File: config.mk
export PLATFORM = sky130hd
export DESIGN_NAME = qpsk_symbol_demod
export DESIGN_NICKNAME = d
export VERILOG_FILES = /design/src/rtl/qpsk_symbol_demod.sv
export SDC_FILE = /design/constraint.sdc
export NUM_CORES = 1
export LEC_CHECK = 0
export ABC_AREA = 1
export CAP_MARGIN = 40
export CORE_MARGIN = 10
export CORE_UTILIZATION = 39
export CTS_CLUSTER_DIAMETER = 100
export DETAILED_ROUTE_END_ITERATION = 6
export GPL_ROUTABILITY_DRIVEN = 1
export HOLD_SLACK_MARGIN = 0.02
export PLACE_DENSITY = 0.68
export SYNTH_ARGS = -nofsm -noshare
export SYNTH_HDL_FRONTEND = slang
export SYNTH_SLANG_ARGS = --single-unit
File: constraint.sdc
create_clock -name clk -period 10.2 [get_ports clk]
set_input_delay 2.04 -clock clk [delete_from_list [all_inputs] [get_ports clk]]
set_output_delay 2.04 -clock clk [all_outputs]
set_load 0.005 [all_outputs]
File: src/rtl/qpsk_symbol_demod.sv
// QPSK symbol demodulator: square-wave I/Q mixing, integrate-and-dump per symbol, hard dibit decision.
// Optional differential dibit decoding is enabled by defining QPSK_DIFF_EN.
module qpsk_symbol_demod #(
  parameter int PHASE_BITS = 27,
  parameter int DATA_W     = 16,
  parameter int ACC_W      = 32,
  parameter int SYM_W      = 12
) (
  input  logic                     clk,
  input  logic                     rst,
  input  logic                     en,
  input  logic [PHASE_BITS-1:0]    carrier_freq,
  input  logic signed [DATA_W-1:0] adc_data,
  input  logic                     adc_valid,
  input  logic [SYM_W-1:0]         sym_len,
  input  logic [ACC_W-1:0]         min_level,
  input  logic                     slip,
  output logic                     sym_valid,
  output logic [1:0]               sym_dibit,
  output logic signed [ACC_W-1:0]  sym_i,
  output logic signed [ACC_W-1:0]  sym_q,
  output logic                     carrier_ok,
  output logic                     sat
);

  localparam logic signed [ACC_W:0]   WIDE_POS = {2'b00, {(ACC_W-1){1'b1}}};
  localparam logic signed [ACC_W:0]   WIDE_NEG = -WIDE_POS;
  localparam logic signed [ACC_W-1:0] SAT_POS  = {1'b0, {(ACC_W-1){1'b1}}};
  localparam logic signed [ACC_W-1:0] SAT_NEG  = -SAT_POS;

  typedef enum logic [0:0] {
    IDLE = 1'b0,
    RUN  = 1'b1
  } state_t;

  state_t state;
  state_t state_next;

  logic [PHASE_BITS-1:0]    phase;
  logic signed [ACC_W-1:0]  acc_i;
  logic signed [ACC_W-1:0]  acc_q;
  logic [SYM_W-1:0]         cnt;
  logic [SYM_W-1:0]         len_q;
  logic                     slip_pending;

  logic [1:0]               ref_quad;
  logic                     i_neg;
  logic                     q_neg;
  logic signed [ACC_W-1:0]  sample_ext;
  logic signed [ACC_W:0]    sum_i_w;
  logic signed [ACC_W:0]    sum_q_w;
  logic signed [ACC_W-1:0]  sum_i;
  logic signed [ACC_W-1:0]  sum_q;
  logic                     ovf_i;
  logic                     ovf_q;

  logic                     active;
  logic                     accept;
  logic [SYM_W-1:0]         len_cur;
  logic                     last;
  logic                     dump;
  logic                     slip_next;
  logic                     sat_next;

  logic [ACC_W-1:0]         abs_i;
  logic [ACC_W-1:0]         abs_q;
  logic [ACC_W:0]           mag_w;
  logic [ACC_W-1:0]         mag;
  logic                     ok_next;
  logic [1:0]               dec_quad;
  logic [1:0]               dibit_next;

  // Symmetric clamp keeps |x| representable so the magnitude sum never needs the most-negative code.
  function automatic logic signed [ACC_W-1:0] clamp(input logic signed [ACC_W:0] v);
    if (v > WIDE_POS)
      return SAT_POS;
    else if (v < WIDE_NEG)
      return SAT_NEG;
    else
      return v[ACC_W-1:0];
  endfunction

  always_comb begin
    state_next = state;
    case (state)
      IDLE:    if (en)  state_next = RUN;
      RUN:     if (!en) state_next = IDLE;
      default: state_next = IDLE;
    endcase
  end

  always_comb begin
    ref_quad   = phase[PHASE_BITS-1 -: 2];
    i_neg      = ref_quad[1] ^ ref_quad[0];
    q_neg      = ref_quad[1];
    sample_ext = ACC_W'(adc_data);

    sum_i_w = i_neg ? ((ACC_W+1)'(acc_i) - (ACC_W+1)'(sample_ext))
                    : ((ACC_W+1)'(acc_i) + (ACC_W+1)'(sample_ext));
    sum_q_w = q_neg ? ((ACC_W+1)'(acc_q) - (ACC_W+1)'(sample_ext))
                    : ((ACC_W+1)'(acc_q) + (ACC_W+1)'(sample_ext));

    ovf_i = (sum_i_w > WIDE_POS) || (sum_i_w < WIDE_NEG);
    ovf_q = (sum_q_w > WIDE_POS) || (sum_q_w < WIDE_NEG);
    sum_i = clamp(sum_i_w);
    sum_q = clamp(sum_q_w);
  end

  // Symbol length is taken live while the counter sits at zero, then frozen for the rest of the symbol.
  always_comb begin
    active  = (state == RUN) && en;
    accept  = active && adc_valid && !slip_pending;
    len_cur = len_q;
    if (cnt == '0)
      len_cur = (sym_len < SYM_W'(2)) ? SYM_W'(2) : sym_len;
    last = (cnt == (len_cur - SYM_W'(1)));
    dump = accept && last;

    slip_next = 1'b0;
    if (active) begin
      if (slip_pending)
        slip_next = !adc_valid;
      else
        slip_next = slip;
    end

    sat_next = sat || (accept && (ovf_i || ovf_q));
  end

  always_comb begin
    abs_i    = sum_i[ACC_W-1] ? $unsigned(-sum_i) : $unsigned(sum_i);
    abs_q    = sum_q[ACC_W-1] ? $unsigned(-sum_q) : $unsigned(sum_q);
    mag_w    = {1'b0, abs_i} + {1'b0, abs_q};
    mag      = mag_w[ACC_W] ? {ACC_W{1'b1}} : mag_w[ACC_W-1:0];
    ok_next  = (mag >= min_level);
    dec_quad = {sum_q[ACC_W-1], sum_i[ACC_W-1] ^ sum_q[ACC_W-1]};
  end

`ifdef QPSK_DIFF_EN
  logic [1:0] prev_quad;

  always_ff @(posedge clk) begin
    if (rst)
      prev_quad <= 2'b00;
    else if ((state == IDLE) && (state_next == RUN))
      prev_quad <= 2'b00;
    else if (dump)
      prev_quad <= dec_quad;
  end

  always_comb begin
    dibit_next = dec_quad - prev_quad;
  end
`else
  always_comb begin
    dibit_next = dec_quad;
  end
`endif

  always_ff @(posedge clk) begin
    if (rst) begin
      state        <= IDLE;
      phase        <= '0;
      acc_i        <= '0;
      acc_q        <= '0;
      cnt          <= '0;
      len_q        <= SYM_W'(2);
      slip_pending <= 1'b0;
      sym_valid    <= 1'b0;
      sym_dibit    <= 2'b00;
      sym_i        <= '0;
      sym_q        <= '0;
      carrier_ok   <= 1'b0;
      sat          <= 1'b0;
    end else begin
      state        <= state_next;
      phase        <= phase + carrier_freq;
      slip_pending <= slip_next;
      sat          <= sat_next;
      sym_valid    <= dump;

      if (cnt == '0)
        len_q <= len_cur;

      // Leaving RUN throws away the partial symbol; a dump reloads in the same clk so no sample is lost.
      if (!active) begin
        acc_i <= '0;
        acc_q <= '0;
        cnt   <= '0;
      end else if (accept) begin
        if (last) begin
          acc_i <= '0;
          acc_q <= '0;
          cnt   <= '0;
        end else begin
          acc_i <= sum_i;
          acc_q <= sum_q;
          cnt   <= cnt + SYM_W'(1);
        end
      end

      if (dump) begin
        sym_i      <= sum_i;
        sym_q      <= sum_q;
        sym_dibit  <= dibit_next;
        carrier_ok <= ok_next;
      end
    end
  end

endmodule

# Word-level counts from Yosys, hierarchy flattened
# Index checks and enable logic that the tools add are counted.
# W data, S select, Z words.
[word_totals]
regBits = 186
input_bits = 92
output_inout_bits = 69
wordCells = 62
[classes]
addsub = 10
magnitude_cmp = 6
n_eq_ne = 1
muxes = 16
bitwise = 3
reduce_logical = 13
[op_table]
columns = ["operator", "n"]
rows = [
  ["$mux W32", 9],
  ["$add A32 B16 Y33", 2],
  ["$gt A33 B32 Y1 const B", 2],
  ["$lt A33 B32 Y1 const B", 2],
  ["$mux W33", 2],
  ["$sub A32 B16 Y33", 2],
  ["$neg A32 Y32", 2],
  ["$mux W12", 3],
  ["$add A32 B32 Y33", 1],
  ["$ge A32 B32 Y1", 1],
  ["$add A27 B27 Y27", 1],
  ["$add A12 B1 Y12 const B", 1],
  ["$eq A12 B12 Y1", 1],
  ["$logic_not A12 Y1", 1],
  ["$lt A12 B2 Y1 const B", 1],
  ["$sub A12 B1 Y12 const B", 1],
  ["$logic_and A1 B1 Y1", 5],
  ["$logic_or A1 B1 Y1", 4],
  ["$logic_not A1 Y1", 2],
  ["$mux W1", 2],
  ["$reduce_or A2 Y1", 1],
  ["$xor A1 B1 Y1", 2],
  ["$not A1 Y1", 1],
]

# Logic depth before layout (Yosys ltp)
# Gate-level depths: netlist of run 1.
[depth]
depth_word = 10
ltp_mapped = 77
depth_no_buf = 74

# Worst setup path before layout of run 1
# No wires, ideal clock.
[synth_timing]
path_type = "input port to flip-flop"
from = "input port adc_data[1]"
to = "register carrier_ok"
setup_time_ns = 0.122
arrival_ns = 9.482
required_ns = 10.078
setup_slack_ns = 0.596
cell_stages = 57
n_path_buf = 3
path_cell_list = "inv_1 -> ha_1 -> nand2_1 -> nor3_1 -> inv_1 -> nor4_1 -> inv_1 -> nor2_1 -> nand2_1 -> nor2_1 -> nand2_1 -> clkbuf_1 -> ha_1 -> inv_1 -> o21ai_0 -> ha_1 -> nand2_1 -> nor2_1 -> [21 not listed] -> o21ai_0 -> a21oi_1 -> o21ai_0 -> nand3_1 -> nand2_1 -> nand3_1 -> nand2_1 -> a21o_1 -> or2_2 -> nand3_1 -> ha_1 -> a21oi_1 -> nor2_1 -> a211oi_1 -> nor2_1 -> a2111o_1 -> a21oi_1 -> a21oi_1"
[synth_via]
elab_chain_cells = 10
elab_cells_between_ends = 21
cone_classes = "add/sub (7); order compare (5); mux (9)"
[synth_rtl]
columns = ["element", "line_no", "text"]
rows = [
  ["from (decl)", "13", "input logic signed [DATA_W-1:0] adc_data,"],
  ["$add A32 B16 Y33, or another cell as far along", "99", ": ((ACC_W+1)'(acc_i) + (ACC_W+1)'(sample_ext));"],
  ["$mux W33, on equally long branches", "98, 100", ""],
  ["$lt A33 B32 Y1", "77", "else if (v < WIDE_NEG)"],
  ["$mux W32", "77", ""],
  ["$mux W32", "75", "if (v > WIDE_POS)"],
  ["$neg A32 Y32, on equally long branches", "131, 132", ""],
  ["$mux W32, on equally long branches", "131, 132", ""],
  ["$add A32 B32 Y33 (*)", "133", "mag_w = {1'b0, abs_i} + {1'b0, abs_q};"],
  ["$mux W32 (*)", "134", "mag = mag_w[ACC_W] ? {ACC_W{1'b1}} : mag_w[ACC_W-1:0];"],
  ["$ge A32 B32 Y1 (*)", "135", "ok_next = (mag >= min_level);"],
  ["to (signal assigned)", "206", "carrier_ok <= ok_next;"],
  ["to (decl)", "22", "output logic carrier_ok,"],
]
# Mark *: on every way between the ends. The rest lies on a longest branch, timed or not.
# A chain may end at the register's enable or synchronous reset.

# Worst setup path in the final report of run 1
[layout_timing]
from = "input port adc_data[0]"
to = "register carrier_ok"
# The elaborated chain is that of the path after synthesis.

==> reports/summary.log, run 1 <==
qor: finish.layout_commonest_cell sky130_fd_sc_hd__nand2_1
qor: logic_synthesis.async_s_r_ff_share_synth 0%
qor: place.io_buffers 160
qor: route.detail_route.first_pass.iterations 6
qor: route.vias_per_std_cell 4.92
qor: die.fp.dieArea 58600 um2
qor: clocking.cts_buffer_depth 2
qor: logic_synthesis.yosysUniqueCellTypes 55
qor: logic_synthesis.synth-edff-count 0
qor: timing.tns 0 ns
qor: finish.final_util 51.7%
qor: clocking.tritoncts_clock_tree yes
qor: finish.synthToLayoutAreaGrowth 31.2%
qor: logic_synthesis.synthCells 3301
qor: timing.maxSlewHeadroom 39.9%
qor: critical_path.crit_type in2reg
qor: finish.layout_common_cells sky130_fd_sc_hd__nand2_1, sky130_fd_sc_hd__inv_1, sky130_fd_sc_hd__buf_4, sky130_fd_sc_hd__nor2_1, sky130_fd_sc_hd__a21oi_1
qor: die.std_cell_rows 81
qor: clocking.insertion_delay 0.50 ns
qor: critical_path.critical-path-top-cell-by-count sky130_fd_sc_hd__nand2_1
qor: die.coreArea 48800 um2
qor: finish.filler_cells 5058
qor: pwr.cellPowerDensity 377 nW/um2
qor: finish.post-route-cell-area 25200 um2
qor: global_route.number_of_global_route_vias_before_repair 20.2k
qor: clocking.cts-buffers-inserted 17
qor: global_route.groute.usage.overall 22.4%
qor: critical_path.worst_path_max_delay_cell sky130_fd_sc_hd__clkdlybuf4s50_1
qor: global_route.antenna_found_initial 0
qor: route.drc 0
qor: place.postPlaceCellArea 24000 um2
qor: die.starting_density 39.4%
qor: route.antenna_violating_nets_post_route 0
qor: global_route.grt_pass1_wl 107 mm
qor: logic_synthesis.seq_area_frac_synth 19.3%
qor: critical_path.slowest_delay 0.42 ns
qor: timing.min_period_over_period 95.9%
qor: logic_synthesis.synth_largest_area_cell sky130_fd_sc_hd__nand2_1
qor: timing.rsz0062_at_grt true
qor: logic_synthesis.yosysWarningCount 0
qor: timing.clock-skew-final 0.0145 ns
qor: place.placement_stage_worst_setup_slack -0.301 ns
qor: finish.fraction_of_layout_cells_with_a_size_suffix_above_1 17.5%
qor: pwr.power.total 9.52 mW
qor: critical_path.arrival 10.15 ns
qor: die.die_x 242 um
qor: global_route.global_route.overflow_total 0
qor: route.detail_route.wl_per_cell 15.2 um
qor: pwr.cellLeakagePower 13.0 nW
qor: critical_path.critPathLaunchType input port
qor: finish.finalNonFillerCells 4457
qor: critical_path.crit_path_end_kind flop
qor: finish.num_antenna_cells 0
qor: finish.ff_latch_area 3700 um2
qor: clocking.cts.sink_count 185
qor: timing.worst_hold_slack 0.464 ns
qor: worst_hold_path.path_class_of_the_lowest_slack_min_delay_path reg2reg
qor: route.drt_wl_total 67.6 mm
qor: timing.max_slew.worst_pin.slew 0.901 ns
qor: clocking.clk_pin_slew 0.07 ns
qor: logic_synthesis.yosys-top-cells-area sky130_fd_sc_hd__nand2_1, sky130_fd_sc_hd__dfxtp_1, sky130_fd_sc_hd__ha_1
qor: logic_synthesis.yosys_top_cell_area_share 20.2%
qor: finish.layout_nets 4038
qor: place.hpwlAfterDp 55.3 mm
qor: timing.max_clock_freq 0.102 GHz
qor: clocking.cts_root_buf sky130_fd_sc_hd__clkbuf_16
qor: die.design.portCount 161
qor: timing.final.min_clock_period 9.78 ns
qor: die.die_y 242 um
qor: timing.fin_ws 0.420 ns
qor: pwr.ir_drop 0.264 mV
qor: critical_path.crit_fanout 4
qor: timing.setup_viol_count_final 0
qor: timing.hold_viol 0
qor: route.first_iter_violations 1674
qor: clocking.htree_num_levels 4
qor: route.route.vias.total 21.9k
qor: place.place.detailed.instances 4412
qor: logic_synthesis.post_synthesis_instance_area 19200 um2
qor: critical_path.worst_ep_required_time 10.57 ns
qor: global_route.grt_start_max_net_pins 90
qor: finish.multi_input_area 13600 um2
qor: place.gpl.final_weighted_congestion 0.979
qor: logic_synthesis.ys_seq_elements 185
qor: run_status.outcome complete, no violations
qor: timing.timing.final.max_slew_violations 0
qor: flow_run.max-cap-violations 0
qor: logic_synthesis.syn-mean-instance-area 5.83 um2
qor: logic_synthesis.synth_ff_type sky130_fd_sc_hd__dfxtp_1
synthesized netlist by cell type, types with 7 or more instances:
master,count
sky130_fd_sc_hd__nand4_1,44
sky130_fd_sc_hd__nor4_1,7
sky130_fd_sc_hd__o21a_1,12
sky130_fd_sc_hd__nor3_1,29
sky130_fd_sc_hd__nor2_1,291
sky130_fd_sc_hd__or2_2,13
sky130_fd_sc_hd__clkbuf_1,41
sky130_fd_sc_hd__xnor2_1,24
sky130_fd_sc_hd__nand2_1,1036
sky130_fd_sc_hd__nor3_2,7
sky130_fd_sc_hd__o21ai_1,47
sky130_fd_sc_hd__xor2_1,72
sky130_fd_sc_hd__buf_6,17
sky130_fd_sc_hd__o21ai_0,128
sky130_fd_sc_hd__a21oi_1,253
sky130_fd_sc_hd__inv_2,29
sky130_fd_sc_hd__inv_1,503
sky130_fd_sc_hd__ha_1,162
sky130_fd_sc_hd__nor2_2,20
sky130_fd_sc_hd__buf_2,16
sky130_fd_sc_hd__dfxtp_1,185
sky130_fd_sc_hd__a31oi_1,13
sky130_fd_sc_hd__nand3b_1,16
sky130_fd_sc_hd__o21ai_2,7
sky130_fd_sc_hd__nand2_2,49
sky130_fd_sc_hd__o21bai_1,11
sky130_fd_sc_hd__nand3_1,193
sky130_fd_sc_hd__and2_1,7
worst max-delay path, delay by kind of cell:
kind	cells	cell delay [ns]
AOI/OAI and AO/OA	13	1.73
xor gates and xnor gates	1	0.17
adders and majority gates	6	1.45
buffers and inverters	9	1.28
and+or+nand+nor	33	3.45
path summary, 6_finish.rpt:
check                    startpoint                 endpoint  slack [ns]  cells after the start
max                     adc_data[0]  carrier_ok$_SDFFE_PP0P_        0.42                     62
min          sym_q[18]$_SDFFE_PP0P_   sym_q[18]$_SDFFE_PP0P_        0.46                      2
min reg2reg  sym_q[18]$_SDFFE_PP0P_   sym_q[18]$_SDFFE_PP0P_        0.46                      2
max reg2reg    phase[26]$_SDFF_PP0_  carrier_ok$_SDFFE_PP0P_        1.11                     53
layer usage:
metal / vias up / track usage [%] / part of all wire (%)
met5: - / 0 / 0
met4: 0 / 8.01 / 3.0
met3: 86 / 2.92 / 5.5
met2: 570 / 36.3 / 45
met1: 9855 / 30.0 / 47
li1: 11400 / - / -
report_power, final:
group          internal (mW)  total [mW]  leakage [nW]  switching (mW)
clock                  0.366       0.711         0.274           0.345
sequential             0.764       0.785          1.50          0.0217
combinational           3.60        8.02          11.3            4.42
total                   4.73        9.52          13.0            4.78
cells by family after synthesis:
| family | share of synthesized area [%] |
|---|---|
| adders and majority gates | 11.0 |
| buffers and inverters | 12.8 |
| AOI/OAI and AO/OA | 14.4 |
| other | 0.0195 |
| xor gates and xnor gates | 4.37 |
| muxes | 0.0521 |
| and+or+nand+nor | 38.1 |
| DFF | 19.3 |
state kept, by name (all words and copies together) (netlist names):
register      count
acc_i            32
acc_q            32
sym_i            32
sym_q            31
phase            27
cnt              12
len_q            12
sym_dibit         2
carrier_ok        1
sat               1
slip_pending      1
state             1
sym_valid         1
area by class of cell:
type,count,share of cell area [%]
repair buffers,540,17.8
inverters,534,7.94
clock inverters,14,0.635
clock buffers,18,1.70
well taps,664,3.29
flip-flops and latches,185,14.7
multi-input cells,2502,54.0
timing repair:
item                       4_1_cts  5_1_grt
resized for setup                0      140
setup endpoints to repair        0        1
buffers inserted                 0       13
hold buffers                     0        0
Power figures use the tool's default switching activity.
==> run 2: changes to the inputs <==
Settings changed: SLEW_MARGIN from default to 20.
==> run 2 against run 1 <==
Net effect:
- combinational power up 2.7%
- clock power up 3.7%
- first-iteration DRC count rose by 1.3%
- utilization increased by 0.57 points
- sequential share of layout area is 0.16 points lower
- global-route usage hardly changed
- critical path depth shrank 4
- register-to-register slack worse by 0.05 ns
- cell count grew 0.16%
- die area is the same
- worst hold slack got worse by 0.0014 ns
- largest cell class unchanged
==> reports/summary.log, run 2 (same netlist as run 1, synthesis figures left out) <==
qor: run_status.outcome complete, no violations [unchanged]
qor: route.antenna_violating_nets_post_route 0 [unchanged]
qor: die.die_x 242 um [unchanged]
qor: finish.post-route-cell-area 25500 um2 [was 25200 um2]
qor: die.design.portCount 161 [unchanged]
qor: timing.hold_viol 0 [unchanged]
qor: timing.timing.final.max_slew_violations 0 [unchanged]
qor: pwr.cellLeakagePower 13.1 nW [was 13.0 nW]
qor: clocking.cts_buffer_depth 2 [unchanged]
qor: critical_path.critPathLaunchType input port [unchanged]
qor: clocking.cts_root_buf sky130_fd_sc_hd__clkbuf_16 [unchanged]
qor: global_route.grt_pass1_wl 106 mm [was 107 mm]
qor: clocking.tritoncts_clock_tree yes [unchanged]
qor: finish.reg.largest.list acc_i: 32 flops, acc_q: 32 flops, sym_i: 32 flops [unchanged]
qor: route.detail_route.first_pass.iterations 6 [unchanged]
qor: pwr.internal-power 4.87 mW [was 4.73 mW]
qor: place.postPlaceCellArea 24000 um2 [about the same]
qor: global_route.number_of_global_route_vias_before_repair 20.2k [about the same]
qor: clocking.htree_num_levels 4 [unchanged]
qor: place.io_buffers 160 [unchanged]
qor: finish.finalNonFillerCells 4464 [was 4457]
qor: route.drc 0 [unchanged]
qor: clocking.cts.sink_count 185 [unchanged]
qor: die.coreArea 48800 um2 [unchanged]
qor: timing.max_clock_freq 0.103 GHz [was 0.102 GHz]
qor: critical_path.dominant_delay_contributor_by_cell_family_on_the_critical_path simple AND/OR/NAND/NOR gates [unchanged]
qor: finish.layout_commonest_cell sky130_fd_sc_hd__nand2_1 [unchanged]
qor: clocking.hold_buffers 0 [unchanged]
qor: timing.clock-skew-final 0.0143 ns [was 0.0145 ns]
qor: die.std_cell_rows 81 [unchanged]
qor: pwr.ir_drop 0.274 mV [was 0.264 mV]
qor: route.vias_per_std_cell 4.94 [was 4.92]
qor: route.first_iter_violations 1696 [was 1674]
qor: critical_path.crit_fanout 4 [unchanged]
qor: finish.layout_nets 4045 [was 4038]
qor: critical_path.arrival 10.10 ns [was 10.15 ns]
qor: route.route.vias.total 22.1k [was 21.9k]
qor: finish.fraction_of_layout_cells_with_a_size_suffix_above_1 18.3% [was 17.5%]
qor: critical_path.slowest_delay 0.44 ns [was 0.42 ns]
qor: flow_run.max-cap-violations 0 [unchanged]
qor: pwr.power_frac_clock 7.5% [about the same]
qor: pwr.switching_power 4.90 mW [was 4.78 mW]
qor: route.drt_wl_total 68.1 mm [was 67.6 mm]
qor: pwr.cellPowerDensity 383 nW/um2 [was 377 nW/um2]
qor: timing.maxSlewHeadroom 42.5% [was 39.9%]
qor: clocking.clk_pin_slew 0.07 ns [about the same]
qor: global_route.groute.usage.overall 22.4% [about the same]
qor: critical_path.worst_path_max_delay_cell sky130_fd_sc_hd__clkdlybuf4s50_1 [unchanged]
qor: worst_hold_path.path_class_of_the_lowest_slack_min_delay_path reg2reg [unchanged]
qor: place.place.detailed.instances 4412 [unchanged]
qor: place.gpl.final_weighted_congestion 0.979 [unchanged]
qor: timing.max_slew.worst_pin.slew 0.863 ns [was 0.901 ns]
qor: die.fp.dieArea 58600 um2 [unchanged]
qor: finish.layout_common_cells sky130_fd_sc_hd__nand2_1, sky130_fd_sc_hd__inv_1, sky130_fd_sc_hd__buf_4, sky130_fd_sc_hd__nor2_1, sky130_fd_sc_hd__a21oi_1 [unchanged]
qor: clocking.insertion_delay 0.50 ns [about the same]
qor: pwr.comb_power_share 84.4% [was 84.3%]
qor: place.hpwlAfterDp 55.3 mm [about the same]
qor: clocking.cts-buffers-inserted 17 [unchanged]
qor: die.die_y 242 um [unchanged]
qor: pwr.share_seq_of_total_power 8.0% [was 8.3%]
qor: critical_path.crit_path_end_kind flop [unchanged]
qor: route.detail_route.wl_per_cell 15.3 um [was 15.2 um]
qor: die.starting_density 39.4% [unchanged]
qor: global_route.grt_start_max_net_pins 78 [was 90]
qor: finish.num_antenna_cells 0 [unchanged]
qor: finish.synthToLayoutAreaGrowth 32.7% [was 31.2%]
qor: critical_path.crit_type in2reg [unchanged]
qor: global_route.antenna_found_initial 0 [unchanged]
qor: critical_path.critical_path_buf_inv_count 10 [was 9]
qor: pwr.switching_power_as_a_share_of_total_power 50.1% [was 50.3%]
qor: critical_path.worst_ep_required_time 10.56 ns [was 10.57 ns]
qor: timing.final.min_clock_period 9.74 ns [was 9.78 ns]
qor: timing.min_period_over_period 95.5% [was 95.9%]
qor: timing.setup_viol_count_final 0 [unchanged]
qor: global_route.global_route.overflow_total 0 [unchanged]
## run 2: metal layers
metal | part of all wire, % | vias to the layer above | GRT usage (%) | routed length, um
met5 | 0 | - | 0 | 0
met4 | 3.1 | 0 | 8.16 | 2080
met1 | 46 | 9894 | 29.8 | 31500
met3 | 5.9 | 98 | 3.42 | 4010
li1 | - | 11500 | - | -
met2 | 45 | 610 | 36.0 | 30500
## run 2: path summary, 6_finish.rpt
| check | startpoint | end | slack [ns] | depth (start not counted) |
|---|---|---|---|---|
| setup / recovery | adc_data[0] | carrier_ok$_SDFFE_PP0P_ | 0.46 | 58 |
| hold / removal | sym_i[31]$_SDFFE_PP0P_ | sym_i[31]$_SDFFE_PP0P_ | 0.46 | 2 |
| setup reg to reg | phase[26]$_SDFF_PP0_ | carrier_ok$_SDFFE_PP0P_ | 1.06 | 45 |
| hold reg to reg | sym_i[31]$_SDFFE_PP0P_ | sym_i[31]$_SDFFE_PP0P_ | 0.46 | 2 |
## run 2: worst register-to-register path: cells and delay by family (launching register included)
family / cells / cell delay, ns
simple gates: 24 / 3.27
buf+inv: 7 / 1.91
compound gates: 8 / 1.60
fa+ha+maj: 4 / 0.99
xor+xnor: 2 / 0.67
flops: 1 / 0.60
## run 2: area by class of cell
| class | instances | area, um2 |
|---|---|---|
| Clock buffer | 18 | 429 |
| Timing Repair Buffer | 547 | 4560 |
| Inverter | 534 | 2000 |
| Clock inverter | 14 | 186 |
| Multi-Input combinational cell | 2502 | 13800 |
| Fill cell | 5093 | 23300 |
| Tap cell | 664 | 831 |
| Sequential cell | 185 | 3700 |
## run 2: through the flow
stage	TNS (ns)	utilization (%)	hold slack (ns)	power, mW	setup slack, ns
after floorplan	0	-	0.433	5.15	0.596
after global placement	-0.259	49.1	0.449	8.16	-0.259
after detailed placement	-0.371	49.1	0.457	8.21	-0.371
after CTS	0	50.4	0.468	8.99	0.108
after global routing	-0.0985	52.2	0.485	10.7	-0.0985
final	0	52.2	0.463	9.77	0.456
## run 2: what timing repair did
action / 4_1_cts / 5_1_grt
setup endpoints to repair: 0 / 1
buffers inserted: 0 / 19
gates resized for setup: 0 / 177
endpoints found under the hold margin: 0 / 0
## run 2: power groups by stage
stage | combinational (mW) | clock [mW] | sequential [mW]
after floorplan | 4.36 | 0 | 0.791
after global placement | 7.36 | 0 | 0.800
after detailed placement | 7.41 | 0 | 0.802
after CTS | 7.45 | 0.759 | 0.785
after global routing | 9.13 | 0.780 | 0.789
final | 8.24 | 0.737 | 0.785
